==> config.mk <==
export PLATFORM = sky130hd
export DESIGN_NAME = splitmix64_prng_flat
export DESIGN_NICKNAME = d
export VERILOG_FILES = /design/src/rtl/splitmix64_pkg.sv /design/src/rtl/splitmix64_prng_if.sv /design/src/rtl/splitmix64_mix.sv /design/src/rtl/splitmix64_prng.sv /design/src/flat_wrapper.sv
export SDC_FILE = /design/constraint.sdc
export NUM_CORES = 2
export LEC_CHECK = 0
export BUFFER_PORTS_ARGS = -buffer_cell sky130_fd_sc_hd__buf_2
export CAP_MARGIN = 20
export CORE_AREA = 2 2 334 336
export CTS_CLUSTER_DIAMETER = 150
export DETAILED_ROUTE_END_ITERATION = 12
export DIE_AREA = 0 0 336 338
export GPL_ROUTABILITY_DRIVEN = 0
export PLACE_DENSITY_LB_ADDON = 0.15
export SLEW_MARGIN = 20
export SYNTH_ARGS = -nofsm -noshare
export SYNTH_HDL_FRONTEND = slang
export SYNTH_SLANG_ARGS = --single-unit
==> constraint.sdc <==
create_clock -name clk -period 38.5 [get_ports clk]
set_input_delay 11.55 -clock clk [delete_from_list [all_inputs] [get_ports clk]]
set_output_delay 11.55 -clock clk [all_outputs]
set_load 0.05 [all_outputs]
==> src/rtl/splitmix64_pkg.sv <==
// Shared constants, word type and finalizer stage functions for the SplitMix64 generator.
package splitmix64_pkg;

   localparam int unsigned WORD_W = 64;

   typedef logic [WORD_W-1:0] word_t;

   localparam word_t GAMMA = 64'h9E3779B97F4A7C15;
   localparam word_t M1    = 64'hBF58476D1CE4E5B9;
   localparam word_t M2    = 64'h94D049BB133111EB;

   localparam int unsigned SH1 = 30;
   localparam int unsigned SH2 = 27;
   localparam int unsigned SH3 = 31;

   // First xor-shift-multiply; product keeps the low 64 bits.
   function automatic word_t mix_stage1(input word_t z);
      word_t t;
      t = z ^ (z >> SH1);
      return t * M1;
   endfunction

   // Second xor-shift-multiply; product keeps the low 64 bits.
   function automatic word_t mix_stage2(input word_t z);
      word_t t;
      t = z ^ (z >> SH2);
      return t * M2;
   endfunction

   // Final xor-shift.
   function automatic word_t mix_stage3(input word_t z);
      return z ^ (z >> SH3);
   endfunction

endpackage

==> src/rtl/splitmix64_prng_if.sv <==
// Control/data bundle between a consumer and the SplitMix64 generator.
interface splitmix64_prng_if;

   logic                   en;
   splitmix64_pkg::word_t  data_in;
   splitmix64_pkg::word_t  out;

   modport master (output en, output data_in, input out);
   modport slave  (input en, input data_in, output out);

endinterface

==> src/rtl/splitmix64_mix.sv <==
// Purely combinational SplitMix64 finalizer built from the package stage functions.
module splitmix64_mix
   import splitmix64_pkg::*;
(
   input  word_t z,
   output word_t result
);

   // Chain all three stages in one cycle.
   always_comb begin
      result = mix_stage3(mix_stage2(mix_stage1(z)));
   end

endmodule

==> src/rtl/splitmix64_prng.sv <==
// SplitMix64 pseudo-random generator: Weyl-sequence state plus registered finalizer.
// Optional macro SPLITMIX64_PIPE_EN splits the finalizer into 3 enabled register
// stages; output values are unchanged, only delayed by two extra enabled cycles.
module splitmix64_prng
   import splitmix64_pkg::*;
#(
   parameter int unsigned WIDTH = WORD_W
) (
   input  logic               clk,
   input  logic               rst,
   splitmix64_prng_if.slave   bus
);

   logic [WIDTH-1:0] state;
   logic [WIDTH-1:0] next_state;
   logic [WIDTH-1:0] out_r;

   assign next_state = state + GAMMA;
   assign bus.out    = out_r;

`ifdef SPLITMIX64_PIPE_EN

   logic [WIDTH-1:0] stage1;
   logic [WIDTH-1:0] stage2;

   // Seed/advance state and shift the finalizer pipeline; stages move only with en.
   always_ff @(posedge clk) begin
      if (rst) begin
         state  <= bus.data_in;
         stage1 <= '0;
         stage2 <= '0;
         out_r  <= '0;
      end else if (bus.en) begin
         state  <= next_state;
         stage1 <= mix_stage1(next_state);
         stage2 <= mix_stage2(stage1);
         out_r  <= mix_stage3(stage2);
      end
   end

`else

   logic [WIDTH-1:0] mixed;

   splitmix64_mix u_mix (
      .z      (next_state),
      .result (mixed)
   );

   // Seed on reset, otherwise advance state and register its mix when enabled.
   always_ff @(posedge clk) begin
      if (rst) begin
         state <= bus.data_in;
         out_r <= '0;
      end else if (bus.en) begin
         state <= next_state;
         out_r <= mixed;
      end
   end

`endif

endmodule

==> src/flat_wrapper.sv <==
// flat-port wrapper written by rule: the top's interface ports become plain ports
module splitmix64_prng_flat import splitmix64_pkg::*;
#(
   parameter int unsigned WIDTH = WORD_W
)
  (clk, rst, bus_en, bus_data_in, bus_out);
  splitmix64_prng_if bus_i ();
  input  logic clk;
  input  logic rst;
  input wire logic [$bits(bus_i.en)-1:0] bus_en;
  input wire logic [$bits(bus_i.data_in)-1:0] bus_data_in;
  output wire logic [$bits(bus_i.out)-1:0] bus_out;
  assign bus_i.en = bus_en;
  assign bus_i.data_in = bus_data_in;
  assign bus_out = bus_i.out;
  splitmix64_prng #(.WIDTH(WIDTH)) u_core (.clk(clk), .rst(rst), .bus(bus_i));
endmodule
# Word-level counts from Yosys, hierarchy flattened
# Cells that the tools add are included.
# classes
add_sub_neg	1
multipliers	2
muxes	2
n_bitwise	3
n_reduce_logical	1
# ops
operator	n
64-bit by 64-bit multiplier with 64-bit output (second input constant)	2
64-bit 2-to-1 mux	2
64-bit adder (second input constant)	1
64-bit by 33-bit bitwise XOR with 64-bit output	1
64-bit by 34-bit bitwise XOR with 64-bit output	1
64-bit by 37-bit bitwise XOR with 64-bit output	1
2-bit nonzero test	1
# totals
regBits	128
inputBits	67
output_inout_bits	64

# Logic depth before layout (Yosys ltp)
# depth
word_depth	6
depth_mapped	81
depth_no_buf	80

# Hierarchy
# A second synthesis with hierarchy kept.
# unflattened
cells_unflattened	7129
area_unflattened_um2	71637.5
# by_module_without_submodules
mod	instances	cells_each	area_per_inst_um2	seq_area_each_um2
splitmix64_mix	1	6425	64498.1	0.0
splitmix64_prng	1	704	7139.3	3203.1

# Least setup slack after synthesis
# OpenSTA, ideal clock, no wires.
# synth_path
path_kind	reg-to-reg
start	register u_core.state[24]
end	register u_core.out_r[32], in the netlist u_core.bus.out[32]
setup_time_ns	0.128
arrival_ns	19.993
setup_slack_ns	18.380
stages_incl_launch_ff	72
path_buffers	2
synth_period_minus_slack_ns	20.120
path_cell_list	edfxtp_1 > nor4_4 > o311ai_0 > a2111o_1 > o21ai_2 > a21boi_0 > nand2b_1 > xor2_1 > inv_1 > xnor2_1 > inv_1 > ha_1 > xor2_1 > ha_1 > inv_1 > fa_1 > fa_1 > inv_1 > [36 not listed] > fa_1 > inv_1 > ha_1 > and2_1 > o21ai_0 > o21ai_0 > a221o_1 > nor3_1 > o41ai_1 > a31oi_1 > o21ai_0 > a221oi_1 > xor2_1 > xnor3_1 > xnor3_2 > xnor2_1 > mux2i_1 > nor2_1
# synth_between
elab_chain_len	6
# synth_rtl
element	line_no	text
start, declared	splitmix64_prng.sv:14	logic [WIDTH-1:0] state;
start signal, assigned	splitmix64_prng.sv:53	state <= bus.data_in;
start signal, assigned	splitmix64_prng.sv:56	state <= next_state;
64-bit adder	splitmix64_prng.sv:18	assign next_state = state + GAMMA;
64-bit by 34-bit bitwise XOR with 64-bit output	splitmix64_pkg.sv:19	t = z ^ (z >> SH1);
64-bit by 64-bit multiplier with 64-bit output	splitmix64_pkg.sv:20	return t * M1;
64-bit by 37-bit bitwise XOR with 64-bit output	splitmix64_pkg.sv:26	t = z ^ (z >> SH2);
64-bit by 64-bit multiplier with 64-bit output	splitmix64_pkg.sv:27	return t * M2;
64-bit by 33-bit bitwise XOR with 64-bit output	splitmix64_pkg.sv:32	return z ^ (z >> SH3);
end signal, assigned	splitmix64_prng.sv:57	out_r <= mixed;
end, declared	splitmix64_prng.sv:16	logic [WIDTH-1:0] out_r;
# Every way passes these cells.
# A chain may end at the register's enable or synchronous reset.

# Worst setup path after layout
# layout_path
start	register u_core.state[35]
end	register u_core.out_r[32], in the netlist u_core.bus.out[32]
# Same word-level chain as after synthesis.

==> flow_summary.yaml <==
status:
  status: "complete, no violations"
synth:
  synth.cell_area_mm2: 0.0709
  ys_ff_latch: 128
  synthCells: 7107
  synthFlopType: "edfxtp_1"
  synthesis.nets: 9858
  synth-edff-count: 64
  syn_area_per_cell_um2: 9.97
  synthTopCellsByArea: "fa_1, ha_1, inv_1, xnor2_1, xor2_1"
  synth_seq_area_share_pct: 4.52
  yosysUniqueCellTypes: 89
  yosysWarnings: 0
  synthArstFlopShare_pct: 0
  yosys.area.top_type: "fa_1"
  synth_top_area_share_pct: 41.8
global_routing:
  grtUsageTotal_pct: 45.6
  overflow: 0
  grt_pass1_vias: 56600
  grt_max_degree: 96
  grt_pass1_wl_um: 366000
  antenna_found_initial: 12
job:
  drv_cap: 0
sta:
  worst_slew_pin_slew_ns: 1.22
  fmax_mhz: 39.5
  finalHoldViolCount: 0
  setup_tns_ns: 0
  slew_headroom_pct: 16.3
  post-route-period-util_pct: 65.7
  clock_skew_ns: 0.00808
  rsz0062_at_grt: "no"
  period_needed_ns: 25.29
  maxSlewViolCount: 0
  setup-violations-final: 0
die:
  die_width_um: 336
  design.die.area_mm2: 0.114
  initial_core_util_pct: 64.4
  rows: 122
  die_y_um: 338
  coreArea_mm2: 0.110
  io_pins: 131
cts:
  cts_tree: "yes"
  clock-root-buffer: "clkbuf_16"
  numCtsBuffers: 17
  ctsHoldBuffers: 0
  clock_latency_ns: 0.43
  cts_resized: 0
  cts_setup_buffers: 0
  h-tree-depth: 4
  path_clk_slew_ns: 0.06
  clock-sinks: 128
  clock_path_buffers: 2
worst_setup_path:
  required_ns: 38.78
  cp_top_family: "adder cells"
  cpPeakStageDelay_ns: 0.98
  endpoint_kind: "flip-flop"
  critical_path.slowest_cell: "xnor2_1"
  crit_type: "flip-flop to flip-flop"
  critPathBufInv: 10
  worstSetupStartpointType: "flip-flop"
  crit_path_frequent_cell: "fa_1"
  cp.arrival_ns: 25.57
  crit_path_max_fanout: 8
route:
  drc_errors: 0
  vias: 52700
  drt-initial-drc-count: 5497
  avgRoutedWirePerCell_um: 28.4
  wl_um: 251000
  vias_per_cell: 5.98
  ant_nets: 0
  drtPass1Iterations: 6
min_path:
  min_path_type: "flip-flop to flip-flop"
place:
  dpl.cell_count: 8774
  io_buffers: 130
  hpwlAfterDp_um: 221000
final_layout:
  area_growth_pct: 5.52
  nNetsFinal: 10100
  fillers: 8766
  drive_gt1_share_pct: 5.44
  stdcell_count: 8814
==> cell usage after synthesis, types with 13 or more instances <==
cell type,count
xor2_1,274
a21oi_1,193
or2_2,29
ha_1,1203
mux2i_1,48
nor3_1,29
nand3_1,39
mux2_2,39
a21o_1,174
o21bai_1,18
nor2_1,178
xnor3_1,13
nand2_1,176
and3_1,25
nand4_1,27
nand2b_1,52
a211oi_1,49
dfxtp_1,64
edfxtp_1,64
and2_1,43
o21ai_0,101
xnor2_1,371
inv_1,2132
o21a_1,19
a31oi_1,14
nor2b_1,35
clkbuf_1,65
fa_1,1481
==> worst register-to-register path: cells and delay by family, from the launching register on <==
kind / cells / cell delay [ns]
flops: 1 / 0.47
simple gates: 9 / 2.44
fa+ha+maj: 22 / 10.62
xor+xnor: 9 / 4.98
compound gates: 17 / 5.22
buf+inv: 10 / 1.24
mux: 1 / 0.14
==> area by class of cell <==
cell class / count / area, µm² / share of cell area, %
Antenna cell: 8 / 20.0 / 0.0268
Clock buffer: 18 / 429 / 0.574
Clock inverter: 14 / 104 / 0.139
Inverter: 2136 / 8020 / 10.7
Multi-Input combinational cell: 4770 / 59600 / 79.7
Sequential cell: 128 / 3200 / 4.28
Tap cell: 1488 / 1860 / 2.49
Timing Repair Buffer: 252 / 1570 / 2.10
==> final timing paths <==
| kind | startpoint | cells after the start | slack (ns) | endpoint |
|---|---|---|---|---|
| min | u_core.bus.out[59]$_SDFFE_PP0P_ | 2 | 0.49 | u_core.bus.out[59]$_SDFFE_PP0P_ |
| max reg2reg | u_core.state[35]$_DFFE_PP_ | 68 | 13.21 | u_core.bus.out[32]$_SDFFE_PP0P_ |
| max | u_core.state[35]$_DFFE_PP_ | 68 | 13.21 | u_core.bus.out[32]$_SDFFE_PP0P_ |
| min reg2reg | u_core.bus.out[59]$_SDFFE_PP0P_ | 2 | 0.49 | u_core.bus.out[59]$_SDFFE_PP0P_ |
==> flip-flops by register name, indices dropped and copies added, names as in the netlist <==
register,cells
u_core.bus.out,64
u_core.state,64
==> stage by stage <==
stage / utilization, % / hold slack, ns / worst slack, ns / area [µm²]
2_1_floorplan: - / 0.658 / 18.38 / 70900
4_1_cts: 67.9 / 0.488 / 13.51 / 74700
3_5_place_dp: 67.4 / 0.475 / 13.61 / 74200
5_1_grt: 67.9 / 0.504 / 12.42 / 74800
6_report: 68.0 / 0.488 / 13.21 / 74800
3_3_place_gp: 67.4 / 0.468 / 13.46 / 74200
==> metal layers <==
metal | vias up | global-route usage, % | part of all wire, %
met5 | - | 0 | 0.016
met4 | 6 | 42.4 | 12
met3 | 1304 | 15.6 | 12
met2 | 3404 | 68.3 | 43
met1 | 25900 | 51.3 | 33
li1 | 22100 | - | -
==> cells by family after synthesis <==
group | Yosys count | synth area share (%)
flip-flops | 128 | 4.52
adder cells (fa/ha/maj) | 2684 | 63.1
AND/OR/NAND/NOR | 670 | 4.64
multiplexers | 87 | 1.30
buffers and inverters | 2209 | 11.7
XOR/XNOR | 666 | 8.62
AO/OA/AOI/OAI | 663 | 6.15
==> cell usage in the layout, fill, tap and decap left out, types with 101 or more instances in the layout <==
cell type  Yosys  final
a21oi_1      193    192
nor2_1       178    177
ha_1        1203   1203
buf_2          2    128
nand2_1      176    176
a21o_1       174    174
fa_1        1481   1481
inv_1       2132   2132
xor2_1       274    270
o21ai_0      101    101
buf_4          0    124
xnor2_1      371    355
Power is not shown: default switching activity piles up to over one toggle a cycle in this logic, so the estimate is an artifact.
